--- src/rtl/i2s_tdm_xmit.sv ---
// Double-buffered I2S / left-justified / TDM serial transmitter.
// Serial data changes only on BCLK falling-edge strobes; lrclk edges mark frames.
module i2s_tdm_xmit #(
   parameter int DATA_BITS = 16,
   parameter int CHANNELS  = 2,
   parameter int MODE      = 0,
   parameter int LRPOL     = 0,
   parameter int TPD       = 5
) (
   input  logic                          clk,
   input  logic                          rst,
   input  logic                          lrclk,
   input  logic                          CBrise,
   input  logic                          CBfall,
   input  logic [CHANNELS*DATA_BITS-1:0] sample,
   input  logic                          xmit_ack,
   output logic                          outbit,
   output logic                          xmit_rdy,
   output logic                          underrun,
   output logic                          frame_err
);

   localparam int unsigned NT = CHANNELS * DATA_BITS;
   localparam int unsigned CW = $clog2(NT + 1);
   localparam int unused_tpd = TPD;

   typedef enum logic [1:0] {IDLE, DELAY, SHIFT, PAD} state_e;

   state_e          state_q, state_d;
   logic            lrclk_q;
   logic [NT-1:0]   hold_q, hold_d;
   logic            hold_full_q, hold_full_d;
   logic [NT-1:0]   shift_q, shift_d;
   logic [CW-1:0]   cnt_q, cnt_d;
   logic            outbit_q, outbit_d;
   logic            xmit_rdy_q, xmit_rdy_d;
   logic            underrun_q, underrun_d;
   logic            frame_err_q, frame_err_d;
   logic            frame_start_c;
   logic            accept_c;
   logic [NT-1:0]   frame_c;
   logic            unused_cbrise;

   assign unused_cbrise = CBrise;

   assign frame_start_c = (LRPOL == 0) ? (lrclk_q & ~lrclk) : (~lrclk_q & lrclk);

   // State register
   always_ff @(posedge clk) begin
      if (rst) state_q <= IDLE;
      else     state_q <= state_d;
   end

   // Next-state logic; a frame edge restarts the sequence from any state
   always_comb begin
      state_d = state_q;
      if (frame_start_c) begin
         if (MODE == 0) state_d = CBfall ? SHIFT : DELAY;
         else           state_d = SHIFT;
      end else begin
         case (state_q)
            IDLE:    state_d = IDLE;
            DELAY:   if (CBfall) state_d = SHIFT;
            SHIFT:   if (CBfall && (cnt_q == CW'(1))) state_d = PAD;
            PAD:     state_d = PAD;
            default: state_d = IDLE;
         endcase
      end
   end

   // Datapath and output next values
   always_comb begin
      hold_d      = hold_q;
      hold_full_d = hold_full_q;
      shift_d     = shift_q;
      cnt_d       = cnt_q;
      outbit_d    = outbit_q;
      underrun_d  = 1'b0;
      frame_err_d = 1'b0;
      accept_c    = xmit_ack & xmit_rdy_q;

      if (hold_full_q)   frame_c = hold_q;
      else if (accept_c) frame_c = sample;
      else               frame_c = '0;

      if (frame_start_c) begin
         hold_full_d = 1'b0;
         underrun_d  = ~hold_full_q & ~accept_c;
         frame_err_d = (state_q == DELAY) || ((state_q == SHIFT) && (cnt_q != '0));
         // Left-justified: a coincident falling strobe already emits the MSB
         if ((MODE != 0) && CBfall) begin
            outbit_d = frame_c[NT-1];
            shift_d  = {frame_c[NT-2:0], 1'b0};
            cnt_d    = CW'(NT - 1);
         end else begin
            shift_d  = frame_c;
            cnt_d    = CW'(NT);
         end
      end else begin
         if (accept_c) begin
            hold_d      = sample;
            hold_full_d = 1'b1;
         end
         case (state_q)
            IDLE:  outbit_d = 1'b0;
            SHIFT: if (CBfall && (cnt_q != '0)) begin
                      outbit_d = shift_q[NT-1];
                      shift_d  = {shift_q[NT-2:0], 1'b0};
                      cnt_d    = cnt_q - CW'(1);
                   end
            PAD:   if (CBfall) outbit_d = 1'b0;
            default: ;
         endcase
      end
      xmit_rdy_d = ~hold_full_d;
   end

   // Datapath registers; lrclk is tracked through reset to avoid a false edge
   always_ff @(posedge clk) begin
      if (rst) begin
         lrclk_q     <= lrclk;
         hold_q      <= '0;
         hold_full_q <= 1'b0;
         shift_q     <= '0;
         cnt_q       <= '0;
         outbit_q    <= 1'b0;
         xmit_rdy_q  <= 1'b0;
         underrun_q  <= 1'b0;
         frame_err_q <= 1'b0;
      end else begin
         lrclk_q     <= lrclk;
         hold_q      <= hold_d;
         hold_full_q <= hold_full_d;
         shift_q     <= shift_d;
         cnt_q       <= cnt_d;
         outbit_q    <= outbit_d;
         xmit_rdy_q  <= xmit_rdy_d;
         underrun_q  <= underrun_d;
         frame_err_q <= frame_err_d;
      end
   end

   assign outbit    = outbit_q;
   assign xmit_rdy  = xmit_rdy_q;
   assign underrun  = underrun_q;
   assign frame_err = frame_err_q;

endmodule
--- config.mk ---
export PLATFORM = sky130hd
export DESIGN_NAME = i2s_tdm_xmit
export DESIGN_NICKNAME = d
export VERILOG_FILES = /design/src/rtl/i2s_tdm_xmit.sv
export SDC_FILE = /design/constraint.sdc
export NUM_CORES = 1
export LEC_CHECK = 0
export CAP_MARGIN = 0
export CORE_ASPECT_RATIO = 0.8
export CORE_MARGIN = 2
export CORE_UTILIZATION = 40
export CTS_BUF_LIST = sky130_fd_sc_hd__clkbuf_4
export CTS_CLUSTER_DIAMETER = 60
export DETAILED_ROUTE_END_ITERATION = 10
export MAX_ROUTING_LAYER = met4
export PLACE_DENSITY = 0.61
export SKIP_LAST_GASP = 1
export SLEW_MARGIN = 20
export SYNTH_ARGS = -nofsm -noshare
export SYNTH_HDL_FRONTEND = slang
export SYNTH_SLANG_ARGS = --single-unit
--- constraint.sdc ---
create_clock -name clk -period 2.25 [get_ports clk]
set_clock_uncertainty 0.15 [all_clocks]
set_input_delay 0.225 -clock clk [delete_from_list [all_inputs] [get_ports clk]]
set_output_delay 0.225 -clock clk [all_outputs]
set_load 0.01 [all_outputs]
==> impl_metrics.csv, run 1 <==
group,metric,value,unit
drt,vias,3004,
worst_hold_path,hold_path_class,"in -> reg",
critical_path,reg2reg_to,"shift_q[31]",
timing,timing.fmax,0.497,GHz
die,fp.dieW,110,microns
placement,dpl.cell_count,542,
run,maxCapViolations,0,
timing,setup_slack,0.238,ns
final_layout,drive_gt1_frac,0.0767,
critical_path,cp-end-kind,"flop",
power_and_ir_drop,power,2.66,mW
logic_synthesis,syn-num-nets,454,
logic_synthesis,synth-warning-count,0,
logic_synthesis,synthArstFlopShare,0,
timing,slew_violations,0,
clock_tree,postCtsSetupBuffers,0,
final_layout,fillCellCount,847,
drt,post-route-drc-count,0,
critical_path,worstPathCellList,"inv_1, ha_1, nand4bb_1, o211ai_2, buf_12, nor2_1, a211oi_1",
timing,finalCritPeriodShare,0.894,
clock_tree,clk_latency,0.44,ns
drt,first_pass_iters,4,
grt,antenna_found_initial,0,
final_layout,syn2layout_area_growth,16.1,%
critical_path,worstSetupStartpoint,"cnt_q[0]",
critical_path,rr_worst_depth,7,
grt,grt_use_met2,0.315,
critical_path,crit_slowest_cell,"dfxtp_1",
drt,finalWirelength,8.32,mm
logic_synthesis,synthesis.area,3580,sq um
placement,place_area,4050,sq um
logic_synthesis,synthFlopType,"dfxtp_1",
clock_tree,htreeDepth,3,
logic_synthesis,synth_common_cells,"dfxtp_1 (78), nand2_1 (70), a21oi_1 (58)",
grt,grt.total_usage,0.194,
die,rows,30,
grt,busiest_layer,"met2",
grt,gr-usage-met3,0.0574,
logic_synthesis,synth_top_family_by_area,"compound AO/OA/AOI/OAI gates",
timing,rsz0062_at_grt,"no",
logic_synthesis,synth_top_area_frac,0.437,
logic_synthesis,synth_seq_cells,78,
die,fp.dieArea,9720,sq um
final_layout,num_antenna_cells,0,
clock_tree,clock-sinks,78,
drt,antenna_left,0,
die,core-area,8600,sq um
drt,wl_per_cell,15.0,microns
die,initial_core_util,0.416,
critical_path,crit_fanout,39,
clock_tree,cts_tree,"done",
clock_tree,cts-resized-gates,0,
clock_tree,cts.clk_slew.worst_paths,0.11,ns
logic_synthesis,ys_types,42,
grt,grt_max_degree,63,
critical_path,cp-start-kind,"flop",
final_layout,fin_area,4150,sq um
placement,dp_worst_setup_slack,0.137,ns
worst_hold_path,hold_depth,1,
logic_synthesis,yosysTopAreaCell,"dfxtp_1",
critical_path,cp_data_required_time,2.44,ns
grt,use_met1,0.241,
clock_tree,tritoncts.num_buffers,9,
logic_synthesis,ys_seq_area_frac,0.437,
logic_synthesis,avgSynthCellArea,8.66,sq um
placement,globalplace.congestion,0.838,
critical_path,cp.arrival,2.20,ns
timing,tns,0,ns
critical_path,setup.worst_path.class,"reg -> reg",
die,io_pins,42,
placement,io_buffers,40,
timing,hold_violations,0,
critical_path,r2r_start,"cnt_q[0]",
worst_hold_path,hp-start,"lrclk",
critical_path,r2r_slack,0.24,ns
die,dieHeight,88.6,microns
final_layout,final_cells,555,
drt,first_iter_violations,212,
worst_hold_path,min_to,"lrclk_q",
grt,grt_pass1_vias,2835,
placement,hpwl,5.15,mm
timing,worst_slew_pin_slew,0.678,ns
logic_synthesis,syn_inst,413,
logic_synthesis,synth.area.mux_share,0.0644,
drt,drt-vias-per-instance,5.41,
clock_tree,postCtsHoldBufs,0,
grt,grt_pass1_wl,14.0,mm
final_layout,multi_input_area,1770,sq um
final_layout,nets,482,
logic_synthesis,synth_compound_area_frac,0.233,
logic_synthesis,synth.most_common_cell,"dfxtp_1",
logic_synthesis,yosys.area_share.adder,0.0105,
timing,max_slew_margin,0.548,
logic_synthesis,yosys.area_share.simple,0.175,
logic_synthesis,synth_area_leaders,"dfxtp_1 (44%), a21oi_1 (8.1%), nand2_1 (7.3%), mux2i_1 (6.4%), a211oi_1 (5.0%)",
critical_path,cp_slowest_stage_delay,0.41,ns
power_and_ir_drop,leakage,1.41,nW
power_and_ir_drop,vdd_ir_drop_max,0.314,mV
grt,grt_overflow_total,0,
timing,fin_crit,2.01,ns
logic_synthesis,synth_xor_area_frac,0.0122,
run_status,status,"completed",
power_and_ir_drop,power_density,640,nW/um^2
logic_synthesis,synth-edff-count,0,
final_layout,final-seq-area,1560,sq um
timing,setup_violations,0,
clock_tree,cts_buffer_depth,2,
clock_tree,cts_root_buffer,"clkbuf_4",
-- how the worst max path moves through the flow --
stage | endpoint | slack (ns)
floorplan | shift_q[9] | 0.46
global placement | shift_q[28] | 0.21
detailed placement | shift_q[31] | 0.14
CTS | shift_q[31] | 0.26
global route | shift_q[16] | 0.09
finish | shift_q[31] | 0.24
-- power breakdown --
group          internal [mW]  switching [mW]  total (mW)  leakage (nW)
Sequential              1.45          0.0378        1.49         0.637
Combinational          0.185           0.220       0.405         0.709
Clock                  0.311           0.458       0.769        0.0602
-- critical path, delay by kind of cell, from the launching register on --
kind                     cells  cell delay, ns
flip-flops                   1            0.41
AO/OA/AOI/OAI                2            0.38
AND/OR/NAND/NOR              2            0.37
adder cells (fa/ha/maj)      1            0.29
buffers and inverters        2            0.30
-- routing by layer --
layer,part of all wire,wire length (microns),up-vias
met2,0.46,3860,65
li1,-,-,1542
met4,0.0071,59,0
met1,0.48,3960,1393
met3,0.053,439,4
met5,0,0,-
-- through the flow --
step / util / hold slack, ns
2_1_floorplan: - / 0.103
3_3_place_gp: 0.471 / 0.289
3_5_place_dp: 0.471 / 0.295
4_1_cts: 0.483 / 0.108
5_1_grt: 0.483 / 0.116
6_report: 0.483 / 0.137
-- final cells by class --
class,count,area share
Multi-Input combinational cell,295,0.427
Sequential cell,78,0.376
Timing Repair Buffer,53,0.134
Tap cell,112,0.0337
Clock buffer,9,0.0163
Clock inverter,4,0.00994
Inverter,4,0.00361
-- placed cells by master, fill, tap and decap left out, drive strengths merged, types with 2 or more instances in the layout --
cell type      synthesis  final
a211oi                24     24
a21oi                 59     59
a221o                  3      3
a221oi                10     10
and3                   2      2
and3b                  2      2
buf                   10     14
clkbuf                26      9
clkdlybuf4s50          0     39
clkinv                 0      3
dfxtp                 78     78
ha                     3      3
inv                    4      4
mux2i                 23     23
nand2                 70     70
nand3                  9      9
nor2                  27     27
nor3                  20     20
o211ai                 5      5
o21ai                 10     10
o32ai                  7      7
xnor2                  3      3
xor2                   2      2
-- cell families (layout without fill, tap and decap cells) --
kind of cell | count (synthesis) | count (layout)
AO/OA/AOI/OAI | 125 | 125
XOR/XNOR | 5 | 5
adder cells (fa/ha/maj) | 3 | 3
buffers and inverters | 40 | 70
flip-flops | 78 | 78
multiplexers | 23 | 23
AND/OR/NAND/NOR | 139 | 139
-- state kept, by name, indices dropped and copies added (netlist names) --
name,cells
underrun,1
state_q,2
cnt_q,6
lrclk_q,1
frame_err,1
outbit,1
hold_full_q,1
xmit_rdy,1
hold_q,32
shift_q,32
Power figures use the tool's default switching activity.
==> inputs of run 2 (changes only) <==
--- a/config.mk
+++ b/config.mk
@@ -12,6 +12,7 @@
 export CTS_BUF_LIST = sky130_fd_sc_hd__clkbuf_4
 export CTS_CLUSTER_DIAMETER = 60
 export DETAILED_ROUTE_END_ITERATION = 10
+export HOLD_SLACK_MARGIN = 0.06
 export MAX_ROUTING_LAYER = met4
 export PLACE_DENSITY = 0.61
 export SKIP_LAST_GASP = 1
==> constraint.sdc (replaced) <==
create_clock -name clk -period 2.4 [get_ports clk]
set_clock_uncertainty 0.15 [all_clocks]
set_input_delay 0.24 -clock clk [delete_from_list [all_inputs] [get_ports clk]]
set_output_delay 0.24 -clock clk [all_outputs]
set_load 0.01 [all_outputs]
==> impl_metrics.csv, run 2 (synthesized netlist as in run 1, its figures left out) <==
group,metric,value,unit
run_status,status,"completed",
critical_path,cp-end-kind,"flop",
timing,fin_crit,1.97,ns
timing,finalCritPeriodShare,0.820,
grt,grt_overflow_total,0,
power_and_ir_drop,vdd_ir_drop_max,0.368,mV
drt,wl_per_cell,14.9,microns
clock_tree,cts.clk_slew.worst_paths,0.13,ns
die,rows,30,
clock_tree,clock-sinks,78,
placement,io_buffers,40,
clock_tree,cts_buffer_depth,2,
critical_path,cp_data_required_time,2.60,ns
clock_tree,clk_latency,0.45,ns
final_layout,final_common_cell,"dfxtp_1",
grt,grt.total_usage,0.188,
run,maxCapViolations,0,
final_layout,num_antenna_cells,0,
timing,rsz0062_at_grt,"no",
clock_tree,cts-resized-gates,0,
critical_path,crit_fanout,22,
clock_tree,postCtsHoldBufs,0,
drt,post-route-drc-count,0,
timing,slew_violations,0,
drt,drt-vias-per-instance,5.37,
timing,tns,0,ns
worst_hold_path,hold_path_class,"in -> reg",
timing,worst_slew_pin_slew,0.675,ns
power_and_ir_drop,leakage,1.42,nW
final_layout,mostFrequentLayoutCells,"dfxtp_1 (78), nand2_1 (70), a21oi_1 (58), clkdlybuf4s50_1 (39), nor2_1 (27)",
clock_tree,cts_tree,"done",
grt,grt_pass1_wl,13.6,mm
timing,max_slew_margin,0.550,
timing,setup_violations,0,
clock_tree,cts_root_buffer,"clkbuf_4",
placement,dp_worst_setup_slack,0.218,ns
final_layout,nets,482,
power_and_ir_drop,power_density,658,nW/um^2
clock_tree,postCtsSetupBuffers,0,
drt,antenna_left,0,
placement,hpwl,5.24,mm
die,core-area,8600,sq um
die,fp.dieW,110,microns
timing,hold_violations,0,
final_layout,largestRegisters,"hold_q x32, shift_q x32, cnt_q x6",
die,fp.dieArea,9720,sq um
final_layout,drive_gt1_frac,0.0876,
clock_tree,tritoncts.num_buffers,9,
die,io_pins,42,
final_layout,syn2layout_area_growth,17.0,%
final_layout,fin_util,0.487,
timing,timing.fmax,0.508,GHz
drt,first_iter_violations,181,
grt,grt_pass1_vias,2746,
die,dieHeight,88.6,microns
drt,first_pass_iters,4,
placement,globalplace.congestion,0.745,
grt,antenna_found_initial,0,
drt,finalWirelength,8.32,mm
critical_path,r2r_slack,0.43,ns
critical_path,cp.arrival,2.17,ns
die,initial_core_util,0.416,
grt,grt_max_degree,63,
critical_path,cp-start-kind,"flop",
timing,hold_slack,0.125,ns
clock_tree,htreeDepth,3,
drt,vias,2992,
timing,setup_slack,0.431,ns
critical_path,setup.worst_path.class,"reg -> reg",
## run 2: changes by cell type in the layout (fill, tap and decap cells not counted)
cell / change
clkinvlp_4: +1
bufinv_16: +2
buf_4: +3
clkinv_1: -3
clkinv_4: +1
clkinv_2: +1
buf_12: -3
## run 2: per-layer routing
| metal | track usage | routed length (microns) |
|---|---|---|
| met4 | 0.0552 | 97 |
| met1 | 0.244 | 4030 |
| met2 | 0.286 | 3770 |
| met3 | 0.0515 | 426 |
| met5 | - | 0 |
## run 2: where the power goes
part	internal, mW	switching, mW	leakage (nW)	total, mW
sequential	1.36	0.0369	0.637	1.39
combinational	0.166	0.205	0.692	0.371
clock	0.521	0.469	0.0920	0.990
## run 2: critical path, cell delays in order, from the launching register on
cell and delay (ns):
dfxtp_1 0.42, inv_1 0.08, ha_1 0.29, nand4bb_1 0.27, o211ai_2 0.12, buf_4 0.27
nor2_1 0.07, a211oi_1 0.21
## run 2: layout make-up
cell class / instances / area [sq um]
clock buffer: 9 / 67.6
clock inverter: 6 / 111
fill: 826 / 4410
inverter: 4 / 15.0
multi-input combinational: 295 / 1770
sequential: 78 / 1560
tap: 112 / 140
timing repair buffer: 53 / 518
## run 2: final timing paths
kind,from,end,cells past startpoint
worst max-delay path,cnt_q[0],shift_q[1],7
worst min-delay path,lrclk,lrclk_q,1
worst max register to register,cnt_q[0],shift_q[1],7
worst min register to register,shift_q[14],shift_q[14],2
## run 2: through the flow
step	power (mW)	std cells	cell area (sq um)
floorplan	1.66	413	3580
global placement	1.79	542	4010
detailed placement	1.80	542	4010
CTS	2.79	557	4190
global route	2.88	557	4190
finish	2.75	557	4190
==> inputs of run 3 (changes only) <==
==> constraint.sdc (replaced) <==
create_clock -name clk -period 1.95 [get_ports clk]
set_clock_uncertainty 0.15 [all_clocks]
set_input_delay 0.195 -clock clk [delete_from_list [all_inputs] [get_ports clk]]
set_output_delay 0.195 -clock clk [all_outputs]
set_load 0.01 [all_outputs]
==> impl_metrics.csv, run 3 (synthesized netlist as in run 1, its figures left out) <==
group,metric,value,unit
grt,grt_max_degree,63,
run,maxCapViolations,0,
timing,setup_slack,0.120,ns
critical_path,setup.worst_path.class,"reg -> reg",
power_and_ir_drop,power_density,768,nW/um^2
clock_tree,clock-sinks,78,
critical_path,crit_fanout,4,
critical_path,crit_slowest_cell,"or4_4",
grt,grt.total_usage,0.194,
clock_tree,cts.clk_slew.worst_paths,0.13,ns
clock_tree,cts_tree,"done",
timing,max_slew_margin,0.547,
final_layout,syn2layout_area_growth,22.1,%
critical_path,cp_slowest_stage_delay,0.59,ns
final_layout,multi_input_area,1770,sq um
final_layout,num_antenna_cells,0,
die,io_pins,42,
die,fp.dieArea,9720,sq um
timing,slew_violations,0,
drt,finalWirelength,8.69,mm
drt,antenna_left,0,
timing,finalCritPeriodShare,0.938,
drt,drt-vias-per-instance,5.40,
critical_path,cp-start-kind,"flop",
power_and_ir_drop,vdd_ir_drop_max,0.514,mV
timing,hold_violations,0,
placement,dp_worst_setup_slack,0.0137,ns
final_layout,nets,496,
final_layout,mostFrequentLayoutCells,"dfxtp_1 (77), nand2_1 (70), a21oi_1 (58), clkdlybuf4s50_1 (39), nor2_1 (27)",
final_layout,fillCellCount,840,
critical_path,cp.arrival,1.97,ns
drt,wl_per_cell,15.2,microns
critical_path,cp-end-kind,"flop",
clock_tree,tritoncts.num_buffers,9,
placement,globalplace.congestion,0.756,
clock_tree,htreeDepth,3,
worst_hold_path,hold_path_class,"in -> reg",
timing,worst_slew_pin_slew,0.680,ns
clock_tree,cts_buffer_depth,2,
drt,first_iter_violations,186,
drt,vias,3089,
placement,hpwl,5.37,mm
grt,antenna_found_initial,0,
critical_path,critPathBufInv,0,
placement,io_buffers,40,
final_layout,final-seq-area,1560,sq um
clock_tree,cts_root_buffer,"clkbuf_4",
die,dieHeight,88.6,microns
timing,timing.fmax,0.547,GHz
timing,tns,0,ns
die,rows,30,
grt,grt_pass1_vias,2889,
die,fp.dieW,110,microns
clock_tree,clk_latency,0.43,ns
final_layout,largestRegisters,"hold_q x32, shift_q x32, cnt_q x6",
clock_tree,postCtsSetupBuffers,0,
die,initial_core_util,0.416,
timing,setup_violations,0,
grt,grt_overflow_total,0,
grt,grt_pass1_wl,14.1,mm
drt,post-route-drc-count,0,
critical_path,worstPathCellList,"or4_4, o21ai_4, mux2i_1, a211oi_1",
final_layout,final_common_cell,"dfxtp_1",
final_layout,drive_gt1_frac,0.117,
run_status,status,"completed",
power_and_ir_drop,leakage,1.52,nW
drt,first_pass_iters,4,
critical_path,cp_data_required_time,2.09,ns
die,core-area,8600,sq um
final_layout,fin_util,0.508,
timing,rsz0062_at_grt,"no",
critical_path,critPathTopFamily,"simple AND/OR/NAND/NOR gates",
timing,hold_slack,0.171,ns
timing,fin_crit,1.83,ns
## run 3: what timing repair did
action / 4_1_cts / 5_1_grt
setup endpoints to repair: 0 / 2
resized for setup: 0 / 1
hold buffers: 0 / 0
## run 3: power breakdown
group / switching (mW) / leakage, nW / internal, mW
sequential: 0.0440 / 0.637 / 1.67
combinational: 0.267 / 0.793 / 0.246
clock: 0.567 / 0.0852 / 0.560
total: 0.878 / 1.52 / 2.48
## run 3: cell type report
cell class / instances / share of cell area
sequential: 78 / 0.358
timing repair buffer: 67 / 0.164
clock buffer: 12 / 0.0206
multi-input combinational: 295 / 0.406
inverter: 4 / 0.00344
clock inverter: 4 / 0.0163
tap: 112 / 0.0321
## run 3: routing by layer
layer / track usage / wire, microns / vias up
met1: 0.248 / 4110 / 1442
met2: 0.302 / 4000 / 72
met5: - / 0 / -
met3: 0.0633 / 521 / 6
met4: 0.0368 / 55 / 0
li1: - / - / 1569
## run 3: worst min-delay path: cells and delay by family
kind / cells / cell delay, ns
buffers and inverters: 1 / 0.42
and+or+nand+nor: 1 / 0.06
AOI/OAI and AO/OA: 1 / 0.05
## run 3: worst paths after layout
path                       to  startpoint  cells after the start  slack, ns
setup / recovery  shift_q[26]    cnt_q[5]                      4       0.12
hold / removal     hold_q[24]  sample[24]                      3       0.17
setup reg to reg  shift_q[26]    cnt_q[5]                      4       0.12
hold reg to reg    hold_q[17]  hold_q[17]                      2       0.31
## run 3: through the flow
stage          area (sq um)  total power [mW]  instances
6_report               4370              3.36        572
3_5_place_dp           4180              2.26        555
5_1_grt                4370              3.51        572
3_3_place_gp           4180              2.24        555
2_1_floorplan          3580              2.04        413
4_1_cts                4340              3.38        571
